==> src/rtl/vga_scan.sv <==
// -----------------------------------------------------------------------------
// vga_scan -- VGA raster generator with a 320x240 frame-buffer read port.
//
// Scans an 800x525 raster (640x480 visible at the default parameters),
// reads a 2x-doubled 320x240 frame buffer and drives a 6-bit DAC plus
// active-low sync. Every video output is delayed by two clocks from the
// counter state it describes, which absorbs the one-clock frame-buffer read
// latency.
//
// Ports
//   i_clk          pixel clock, all state updates on the rising edge
//   i_rst          synchronous active-high reset
//   i_rd_data      frame-buffer pixel {R[1:0],G[1:0],B[1:0]}, one clock late
//   o_rd_x/o_rd_y  frame-buffer read address (0 outside the active region)
//   o_red/green/blue  pixel colour, forced to 0 while blanking
//   o_hsync/o_vsync   active-low syncs
//   o_vblank       high while the raster is below the visible lines
//   o_frame_start  one-cycle pulse marking pixel (0,0) at the outputs
// -----------------------------------------------------------------------------
module vga_scan #(
   parameter int H_ACTIVE = 640,
   parameter int H_FP     = 16,
   parameter int H_SYNC   = 96,
   parameter int H_BP     = 48,
   parameter int V_ACTIVE = 480,
   parameter int V_FP     = 10,
   parameter int V_SYNC   = 2,
   parameter int V_BP     = 33
) (
   input  logic       i_clk,
   input  logic       i_rst,
   input  logic [5:0] i_rd_data,
   output logic [8:0] o_rd_x,
   output logic [7:0] o_rd_y,
   output logic [1:0] o_red,
   output logic [1:0] o_green,
   output logic [1:0] o_blue,
   output logic       o_hsync,
   output logic       o_vsync,
   output logic       o_vblank,
   output logic       o_frame_start
);

   // Counter bounds folded to the 10-bit counter width.
   localparam logic [9:0] H_LAST     = 10'(H_ACTIVE + H_FP + H_SYNC + H_BP - 1);
   localparam logic [9:0] V_LAST     = 10'(V_ACTIVE + V_FP + V_SYNC + V_BP - 1);
   localparam logic [9:0] H_ACT_END  = 10'(H_ACTIVE);
   localparam logic [9:0] V_ACT_END  = 10'(V_ACTIVE);
   localparam logic [9:0] HS_START   = 10'(H_ACTIVE + H_FP);
   localparam logic [9:0] HS_END     = 10'(H_ACTIVE + H_FP + H_SYNC);
   localparam logic [9:0] VS_START   = 10'(V_ACTIVE + V_FP);
   localparam logic [9:0] VS_END     = 10'(V_ACTIVE + V_FP + V_SYNC);

   // Timing flags after one register stage (aligned with i_rd_data).
   typedef struct packed {
      logic active;
      logic hsync;
      logic vsync;
      logic vblank;
      logic frame_start;
   } stage1_t;

   // Everything that leaves the block, registered once more.
   typedef struct packed {
      logic [5:0] rgb;
      logic       hsync;
      logic       vsync;
      logic       vblank;
      logic       frame_start;
   } stage2_t;

   // Idle values: syncs deasserted (high), everything else low.
   localparam stage1_t S1_IDLE = '{active: 1'b0, hsync: 1'b1, vsync: 1'b1,
                                   vblank: 1'b0, frame_start: 1'b0};
   localparam stage2_t S2_IDLE = '{rgb: 6'd0, hsync: 1'b1, vsync: 1'b1,
                                   vblank: 1'b0, frame_start: 1'b0};

   logic [9:0] h_cnt_q, h_cnt_d;
   logic [9:0] v_cnt_q, v_cnt_d;
   logic       active;
   stage1_t    s1_q, s1_d;
   stage2_t    s2_q, s2_d;

   // ---------------------------------------------------------------------------
   // Raster counters. The line and frame wrap happen in the same cycle, so
   // (H_LAST, V_LAST) goes straight to (0,0).
   // ---------------------------------------------------------------------------
   always_comb begin
      // NOTE: every always_comb output gets a default first so no path can
      // leave it unassigned and infer a latch.
      h_cnt_d = h_cnt_q + 10'd1;
      v_cnt_d = v_cnt_q;
      if (h_cnt_q == H_LAST) begin
         h_cnt_d = '0;
         v_cnt_d = (v_cnt_q == V_LAST) ? '0 : v_cnt_q + 10'd1;
      end
   end

   assign active = (h_cnt_q < H_ACT_END) && (v_cnt_q < V_ACT_END);

   // Read address straight from the counters: 2x pixel doubling, parked at 0
   // while blanking so the frame buffer sees a quiet bus.
   assign o_rd_x = active ? h_cnt_q[9:1] : '0;
   assign o_rd_y = active ? v_cnt_q[8:1] : '0;

   // ---------------------------------------------------------------------------
   // Stage 1: decode timing flags from the counters.
   // ---------------------------------------------------------------------------
   always_comb begin
      s1_d.active      = active;
      s1_d.hsync       = !((h_cnt_q >= HS_START) && (h_cnt_q < HS_END));
      s1_d.vsync       = !((v_cnt_q >= VS_START) && (v_cnt_q < VS_END));
      s1_d.vblank      = (v_cnt_q >= V_ACT_END);
      s1_d.frame_start = (h_cnt_q == '0) && (v_cnt_q == '0);
   end

   // ---------------------------------------------------------------------------
   // Stage 2: pixel data arrives now, one clock after its address; blank it
   // unless the matching stage-1 active flag is set.
   // ---------------------------------------------------------------------------
   always_comb begin
      s2_d.rgb         = s1_q.active ? i_rd_data : 6'd0;
      s2_d.hsync       = s1_q.hsync;
      s2_d.vsync       = s1_q.vsync;
      s2_d.vblank      = s1_q.vblank;
      s2_d.frame_start = s1_q.frame_start;
   end

   // Reset clears both stages as well as the counters, so a sync pulse in
   // flight is dropped at the reset edge rather than finished.
   always_ff @(posedge i_clk) begin
      // NOTE: state registers use non-blocking assignments so every flop
      // samples pre-edge values regardless of statement order.
      if (i_rst) begin
         h_cnt_q <= '0;
         v_cnt_q <= '0;
         s1_q    <= S1_IDLE;
         s2_q    <= S2_IDLE;
      end else begin
         h_cnt_q <= h_cnt_d;
         v_cnt_q <= v_cnt_d;
         s1_q    <= s1_d;
         s2_q    <= s2_d;
      end
   end

   assign o_red         = s2_q.rgb[5:4];
   assign o_green       = s2_q.rgb[3:2];
   assign o_blue        = s2_q.rgb[1:0];
   assign o_hsync       = s2_q.hsync;
   assign o_vsync       = s2_q.vsync;
   assign o_vblank      = s2_q.vblank;
   assign o_frame_start = s2_q.frame_start;

endmodule
==> config.mk <==
export PLATFORM = sky130hd
export DESIGN_NAME = vga_scan
export DESIGN_NICKNAME = d
export VERILOG_FILES = /design/src/rtl/vga_scan.sv
export SDC_FILE = /design/constraint.sdc
export NUM_CORES = 1
export LEC_CHECK = 0
export CAP_MARGIN = 20
export CORE_ASPECT_RATIO = 1.2
export CORE_MARGIN = 10
export CORE_UTILIZATION = 47
export CTS_CLUSTER_SIZE = 25
export DETAILED_ROUTE_END_ITERATION = 6
export PLACE_DENSITY = 0.73
export SETUP_SLACK_MARGIN = 0.4
export SYNTH_ARGS = -nofsm -noshare
export SYNTH_HDL_FRONTEND = slang
export SYNTH_SLANG_ARGS = --single-unit
==> constraint.sdc <==
create_clock -name i_clk -period 2 [get_ports i_clk]
set_input_delay 0.4 -clock i_clk [delete_from_list [all_inputs] [get_ports i_clk]]
set_output_delay 0.4 -clock i_clk [all_outputs]
set_load 0.005 [all_outputs]
* Yosys cells after proc, flatten, opt, wreduce, memory -nomap -nowiden
Index checks and enable logic that the tools add are counted.
** Storage, ports and cells
- Register bits after elaboration :: 35
- Input bits :: 8
- Output and inout port bits :: 27
- Logic and storage cells :: 37
** Cells by class
- $add $sub $neg :: 2
- Magnitude comparators :: 7
- Equality and inequality tests :: 2
- Muxes and demuxes :: 3
- Bitwise gates (word level) :: 1
- Reduce and logical (&&, ||, !) cells :: 10
** Operators by type and width (number)
- adder 10 x 1 -> 10 bit (second input constant) :: 2
- == test 10 bit (second input constant) :: 2
- >= comparator 10 x 9 -> 1 bit (second input constant) :: 2
- zero test 10 bit :: 2
- less-than comparator 10 bit (second input constant) :: 2
- less-than comparator 10 x 9 -> 1 bit (second input constant) :: 2
- >= comparator 10 bit (second input constant) :: 1
- two-way mux 10 bit :: 1
- two-way mux 9 bit :: 1
- two-way mux 8 bit :: 1
- logical AND 1 bit :: 4
- OR reduction 2 bit :: 2
- zero test 1 bit :: 2
- inverter 1 bit :: 1

* Logic depth before layout (Yosys ltp)
Gate-level depths: netlist of run 1.
- Word-level depth :: 3
- Gate-level depth with buffers :: 7
- Gate-level depth less buffers :: 6

* Least setup slack after synthesis of run 1
No wires, ideal clock.
- Path type :: reg-to-output
- From :: register v_cnt_q[7]
- To :: output o_rd_x[0]
- Arrival :: 1156 ps
- Data required time :: 1600 ps
- Slack :: 444 ps
- Stages on the path, launching flop included :: 5
- Path buffers :: 1
- Path through :: dfxtp_1 a41oi_1 clkbuf_1 nand2_1 nor2_1
** Between the ends
- Cells in the longest elaborated chain, start to end :: 3
** RTL lines
- from (decl) :: line 79 : logic [9:0] v_cnt_q, v_cnt_d;
- from (signal assigned) :: line 141 : v_cnt_q <= v_cnt_d;
- less-than comparator 10 x 9 -> 1 bit :: line 99 : assign active = (h_cnt_q < H_ACT_END) && (v_cnt_q < V_ACT_END);
- logical AND 1 bit :: line 99
- two-way mux 9 bit :: line 103 : assign o_rd_x = active ? h_cnt_q[9:1] : '0;
- to (decl) :: line 33 : output logic [8:0] o_rd_x,
No other way between the ends.

* Worst setup path after layout of run 1
- From :: register v_cnt_q[8]
- To :: output o_rd_y[4]
** Between the ends
- Cells in the longest elaborated chain, start to end :: 3
** RTL lines
- less-than comparator 10 x 9 -> 1 bit :: line 99
- logical AND 1 bit :: line 99
- two-way mux 8 bit :: line 104 : assign o_rd_y = active ? v_cnt_q[8:1] : '0;
- to (decl) :: line 34 : output logic [7:0] o_rd_y,
No other way between the ends.

==> metrics.cfg, run 1 <==
[timing]
maxSlewViolCount=0
worst_pin_slew_ps=348.2
fmax_mhz=523.6
relSlewSlack_pct=76.46
finalCritPeriodShare_pct=95.50
hold_viol=0
setup_violations=0
skew_ps=1.773
min_period_ps=1910
rsz0062_at_grt=yes
tns_ps=0

[drt]
wl_per_cell_um=17.11
drc=0
vias_per_cell=5.557
drtAntennaViolNets=0
vias=1556
drt_iter0_drc=110
wl_um=4790
first_pass_iters=4

[run_status]
outcome=complete, no violations

[cts]
cts_made_buffers=5
cts.sinks=35
htreeDepth=2
clk_path_buf_depth=2
ctsHoldBuffers=0
clk_transition_reported_paths_ps=70
root_buffer=clkbuf_8
tritoncts=built
clk_latency_ps=300

[placed_design]
place_area_um2=2023
gp_congestion=0.8464
dp_hpwl_um=3041
numPortBuffers=34

[critical_path]
crit_path_start_kind=flip-flop
slowest_stage=dfxtp_2
cp.arrival_ps=1510
path_cells=a41oi_2 > buf_4 > buf_6 > buf_6 > and3_4 > buf_6
cp_slowest_stage_delay_ps=330
crit_fanout=3
path_class=flip-flop to output pin
end_kind=output pin
required_ps=1600
critical_path.most_common_cell=buf_6

[floorplan]
initial_core_util_pct=48.28
ioPinCount=35
die_area_um2=6141
die_y_um=83.87
placementRows=23
die_width_um=73.23
core-area_um2=3309

[pwr]
ir_worst_vdd_v=0.0007981
power_leakage_nw=1.043
power.density_nw_per_um2=594.8

[cells_and_area]
postLayoutCellArea_um2=2429
area_growth_pct=52.00
num_antenna_cells=0
final_nets=255
fill_cells=219
final_common_cell=buf_4
layout_common_cells=buf_4, dfxtp_1, nor2_1, clkdlybuf4s50_1, buf_6
drive_gt1_share_pct=41.56

[yosys]
syn-num-nets=191
syn_area_um2=1598
synth-main-ff-cell=dfxtp_1
yosysWarnings=0
ys_types=31
avgSynthCellArea_um2=8.976
postSynthCellCount=178
yosys_register_bits=35
synth_edf_count=0
async_flop_share_pct=0
seq_area_frac_synth_pct=43.85

[run]
drv_cap=0

[global_routing]
met3_usage_pct=4.881
grt_max_degree=17
use_met1_pct=17.05
antenna_found_initial=0
grt_pass1_wl_um=7596
grt_pass1_vias=1552
busiest_layer=met2
use_met2_pct=25.37
grtUsageTotal_pct=15.26
grt_overflow=0

[min_path]
hold_class=flip-flop to flip-flop

-- repair_timing --
| action | 4_1_cts | 5_1_grt |
|---|---|---|
| pin swaps | 7 | 17 |
| hold endpoints to repair | 0 | 0 |
| buffers inserted | 13 | 5 |
| gates cloned | 2 | 0 |
| resized for setup | 103 | 33 |
| endpoints found under the setup margin | 32 | 33 |
-- cells in the mapped netlist, drive strengths merged, types with 6 or more instances --
master / count / share of area [%]
nor2: 22 / 5.2
and2: 8 / 3.1
inv: 6 / 1.4
nand2: 7 / 1.6
nand3: 8 / 2.5
xor2: 9 / 4.9
dfxtp: 35 / 44
nand4: 8 / 3.1
nor2b: 7 / 2.7
and3: 21 / 8.2
-- state kept, by name (all words and copies together) (netlist names) --
name	count
o_blue	2
o_red	2
o_hsync	1
o_vsync	1
s1_q	5
o_green	2
v_cnt_q	10
h_cnt_q	10
o_frame_start	1
o_vblank	1
-- kinds of logic (layout without fill, tap and decap cells) --
logic type | count (synthesis) | after routing | synth area share [%]
xor gates and xnor gates | 14 | 14 | 7.674
DFF | 35 | 35 | 43.85
AOI/OAI and AO/OA | 9 | 9 | 3.680
adders and majority gates | 5 | 5 | 3.915
muxes | 1 | 1 | 0.6265
buffers and inverters | 15 | 80 | 4.620
and+or+nand+nor | 99 | 99 | 35.63
-- final cells by class --
cell class                      instances  area (µm²)  share of cell area (%)
Inverter                                6       22.52                  0.9274
Tap cell                               37       46.29                   1.906
Clock inverter                          3       43.79                   1.803
Multi-Input combinational cell        128       958.4                   39.46
Clock buffer                            5       68.82                   2.834
Timing Repair Buffer                   66       570.5                   23.49
Sequential cell                        35       718.2                   29.57
-- stage by stage --
step           power [mW]  setup WS (ps)  std cells  utilization [%]  hold WS [ps]
2_1_floorplan      0.7640          444.4        178                -         389.5
3_3_place_gp       0.8080          196.2        252            61.13         393.8
3_5_place_dp       0.8101          126.1        252            61.13         395.1
4_1_cts             1.444          140.5        275            69.04         412.6
5_1_grt             1.488          47.51        280            73.38         424.4
6_report            1.444          90.01        280            73.38         411.7
-- critical path, delay by kind of cell, from the launching register on --
family	cells	cell delay, ps
buffers and inverters	4	440
flip-flops	1	330
AO/OA/AOI/OAI	1	270
AND/OR/NAND/NOR	1	170
-- per-layer routing --
metal | up-vias | part of all wire [%]
li1 | 743 | -
met1 | 746 | 41
met2 | 56 | 50
met3 | 11 | 7.1
met4 | 0 | 2.0
met5 | - | 0
-- final timing paths --
| check | depth (start not counted) | to | slack, ps | start |
|---|---|---|---|---|
| worst max-delay path | 6 | o_rd_y[4] | 90 | v_cnt_q[8]$_SDFFE_PP0N_ |
| worst min-delay path | 1 | o_vsync$_SDFF_PP1_ | 410 | s1_q[2]$_SDFF_PP1_ |
| worst max register to register | 6 | v_cnt_q[2]$_SDFFE_PP0N_ | 400 | h_cnt_q[5]$_SDFF_PP0_ |
| worst min register to register | 1 | o_vsync$_SDFF_PP1_ | 410 | s1_q[2]$_SDFF_PP1_ |
-- where the power goes --
part / total [mW] / internal, mW / switching, mW / leakage (nW)
logic: 0.0776 / 0.0459 / 0.0317 / 0.694
registers: 0.720 / 0.711 / 0.00893 / 0.291
clock network: 0.646 / 0.371 / 0.275 / 0.0581
Note: power is estimated with default switching activity, not from simulation.
==> run 2, diff against run 1 <==
Settings changed: CORE_MARGIN 10 to not set.
==> metrics.cfg, run 2 (synthesized netlist as in run 1, its figures left out) <==
[cells_and_area]
layout_common_cells=nor2_1, dfxtp_1, and3_1, buf_4
final_nets=250
fill_cells=231
stdcell_count=274
area_growth_pct=44.79
final_common_cell=nor2_1
postLayoutCellArea_um2=2313
top_regs=h_cnt_q x10, v_cnt_q x10, s1_q x5
num_antenna_cells=0
drive_gt1_share_pct=36.55

[cts]
ctsHoldBuffers=0
tritoncts=built
root_buffer=clkbuf_4
cts.sinks=35
cts_made_buffers=5
clk_transition_reported_paths_ps=110
clk_path_buf_depth=2
htreeDepth=2
clk_latency_ps=340

[timing]
finalCritPeriodShare_pct=97.94
skew_ps=14.36
rsz0062_at_grt=yes
setup_violations=0
tns_ps=0
hold_viol=0
maxSlewViolCount=0
min_period_ps=1959
relSlewSlack_pct=79.23
fmax_mhz=510.5
worst_pin_slew_ps=307.2

[placed_design]
gp_congestion=0.8943
dp_hpwl_um=2612
numPortBuffers=34
placed_cells=253
place_area_um2=2037

[global_routing]
met3_usage_pct=6.458
grt_pass1_wl_um=6458
busiest_layer=met2
use_met1_pct=25.55
antenna_found_initial=0
grt_max_degree=13
grt_pass1_vias=1417
use_met2_pct=40.21
grtUsageTotal_pct=23.03
grt_overflow=0

[floorplan]
ioPinCount=35
die_width_um=55.23
initial_core_util_pct=50.92
die_y_um=65.87
core-area_um2=3138
placementRows=22
die_area_um2=3638

[critical_path]
critical_path.most_common_cell=buf_6
reg2regPathDepth=6
slowest_stage=dfxtp_2
path_class=flip-flop to output pin
r2r-end=v_cnt_q[8]$_SDFFE_PP0N_
end_kind=output pin
cp.arrival_ps=1560
path_cells=a41oi_4 > buf_6 > buf_6 > buf_6 > and3_4 > buf_6
required_ps=1600
crit_fanout=3
critPathBufInv=4
cpLargestDelayFamily=buffers and inverters
crit_path_start_kind=flip-flop
rr_startpoint=h_cnt_q[7]$_SDFF_PP0_
reg2reg_setup_slack_ps=410
cp_slowest_stage_delay_ps=360

[drt]
wl_um=3995
vias=1478
vias_per_cell=5.394
drt_iter0_drc=51
drc=0
first_pass_iters=4
drtAntennaViolNets=0
wl_per_cell_um=14.58

[min_path]
min_path_cells=1
hold_class=flip-flop to flip-flop
hold_path_end=o_vsync$_SDFF_PP1_
min_from=s1_q[2]$_SDFF_PP1_

[pwr]
combPwrFrac_pct=6.4
power_leakage_nw=1.119
p_int_mw=0.9287
swShare_pct=23.51
seqPwrFrac_pct=59.1
ir_worst_vdd_v=0.0005216
p_switching_mw=0.2854
total_power_mw=1.214
power.density_nw_per_um2=524.8
p_clk_share_pct=34.5

[run_status]
outcome=complete, no violations

[run]
drv_cap=0

run 2: cell types whose count changed in the layout (fill, tap and decap cells not counted), sizes merged:
cell / delta
buf: -6
bufinv: -1
clkbuf: +1
clkdlybuf4s15: +1
dlymetal6s2s: +8
clkdlybuf4s50: -8
clkinvlp: +1
clkinv: -1
run 2: timing repair:
item	in CTS	in global routing
buffers inserted	7	5
pin swaps	6	6
gates resized for setup	93	32
cloned	1	0
setup endpoints to repair	33	40
run 2: worst max-delay path by stage:
stage / slack, ps / cells after the start / endpoint / startpoint
2_1_floorplan: 440 / 4 / o_rd_x[0] / v_cnt_q[7]$_SDFFE_PP0N_
3_3_place_gp: 150 / 5 / o_rd_y[0] / v_cnt_q[8]$_SDFFE_PP0N_
3_5_place_dp: 150 / 5 / o_rd_y[0] / v_cnt_q[8]$_SDFFE_PP0N_
4_1_cts: 40 / 7 / o_rd_x[0] / v_cnt_q[5]$_SDFFE_PP0N_
5_1_grt: -20 / 6 / o_rd_x[1] / v_cnt_q[8]$_SDFFE_PP0N_
6_report: 40 / 6 / o_rd_x[1] / v_cnt_q[8]$_SDFFE_PP0N_
run 2: area by class of cell:
| type | instances | area [µm²] | share of cell area, % |
|---|---|---|---|
| clock inverter | 2 | 16.27 | 0.7031 |
| timing repair buffer | 61 | 540.5 | 23.36 |
| inverter | 6 | 22.52 | 0.9735 |
| multi-input combinational | 128 | 909.6 | 39.32 |
| tap | 36 | 45.04 | 1.947 |
| sequential | 35 | 728.2 | 31.48 |
| clock buffer | 6 | 51.30 | 2.217 |
run 2: routing by layer:
metal	wire length [µm]	vias up	part of all wire, %
met1	1646	706	41
met2	2118	30	53
met5	0	-	0
met3	147	9	3.7
li1	-	733	-
met4	82	0	2.1
run 2: power by group through the flow:
stage / sequential, mW / combinational [mW] / clock (mW)
final: 0.718 / 0.0773 / 0.419
after global routing: 0.720 / 0.0857 / 0.463
after CTS: 0.720 / 0.0749 / 0.432
after detailed placement: 0.736 / 0.0739 / 0
after global placement: 0.735 / 0.0732 / 0
after floorplan: 0.735 / 0.0295 / 0
run 2: stage by stage:
step | hold slack [ps] | worst slack [ps] | util, %
final | 427.2 | 41.17 | 73.72
after CTS | 426.0 | 44.54 | 69.86
after floorplan | 389.5 | 444.4 | -
after global placement | 391.4 | 152.0 | 64.91
after global routing | 432.3 | -18.88 | 73.72
after detailed placement | 399.7 | 151.3 | 64.91
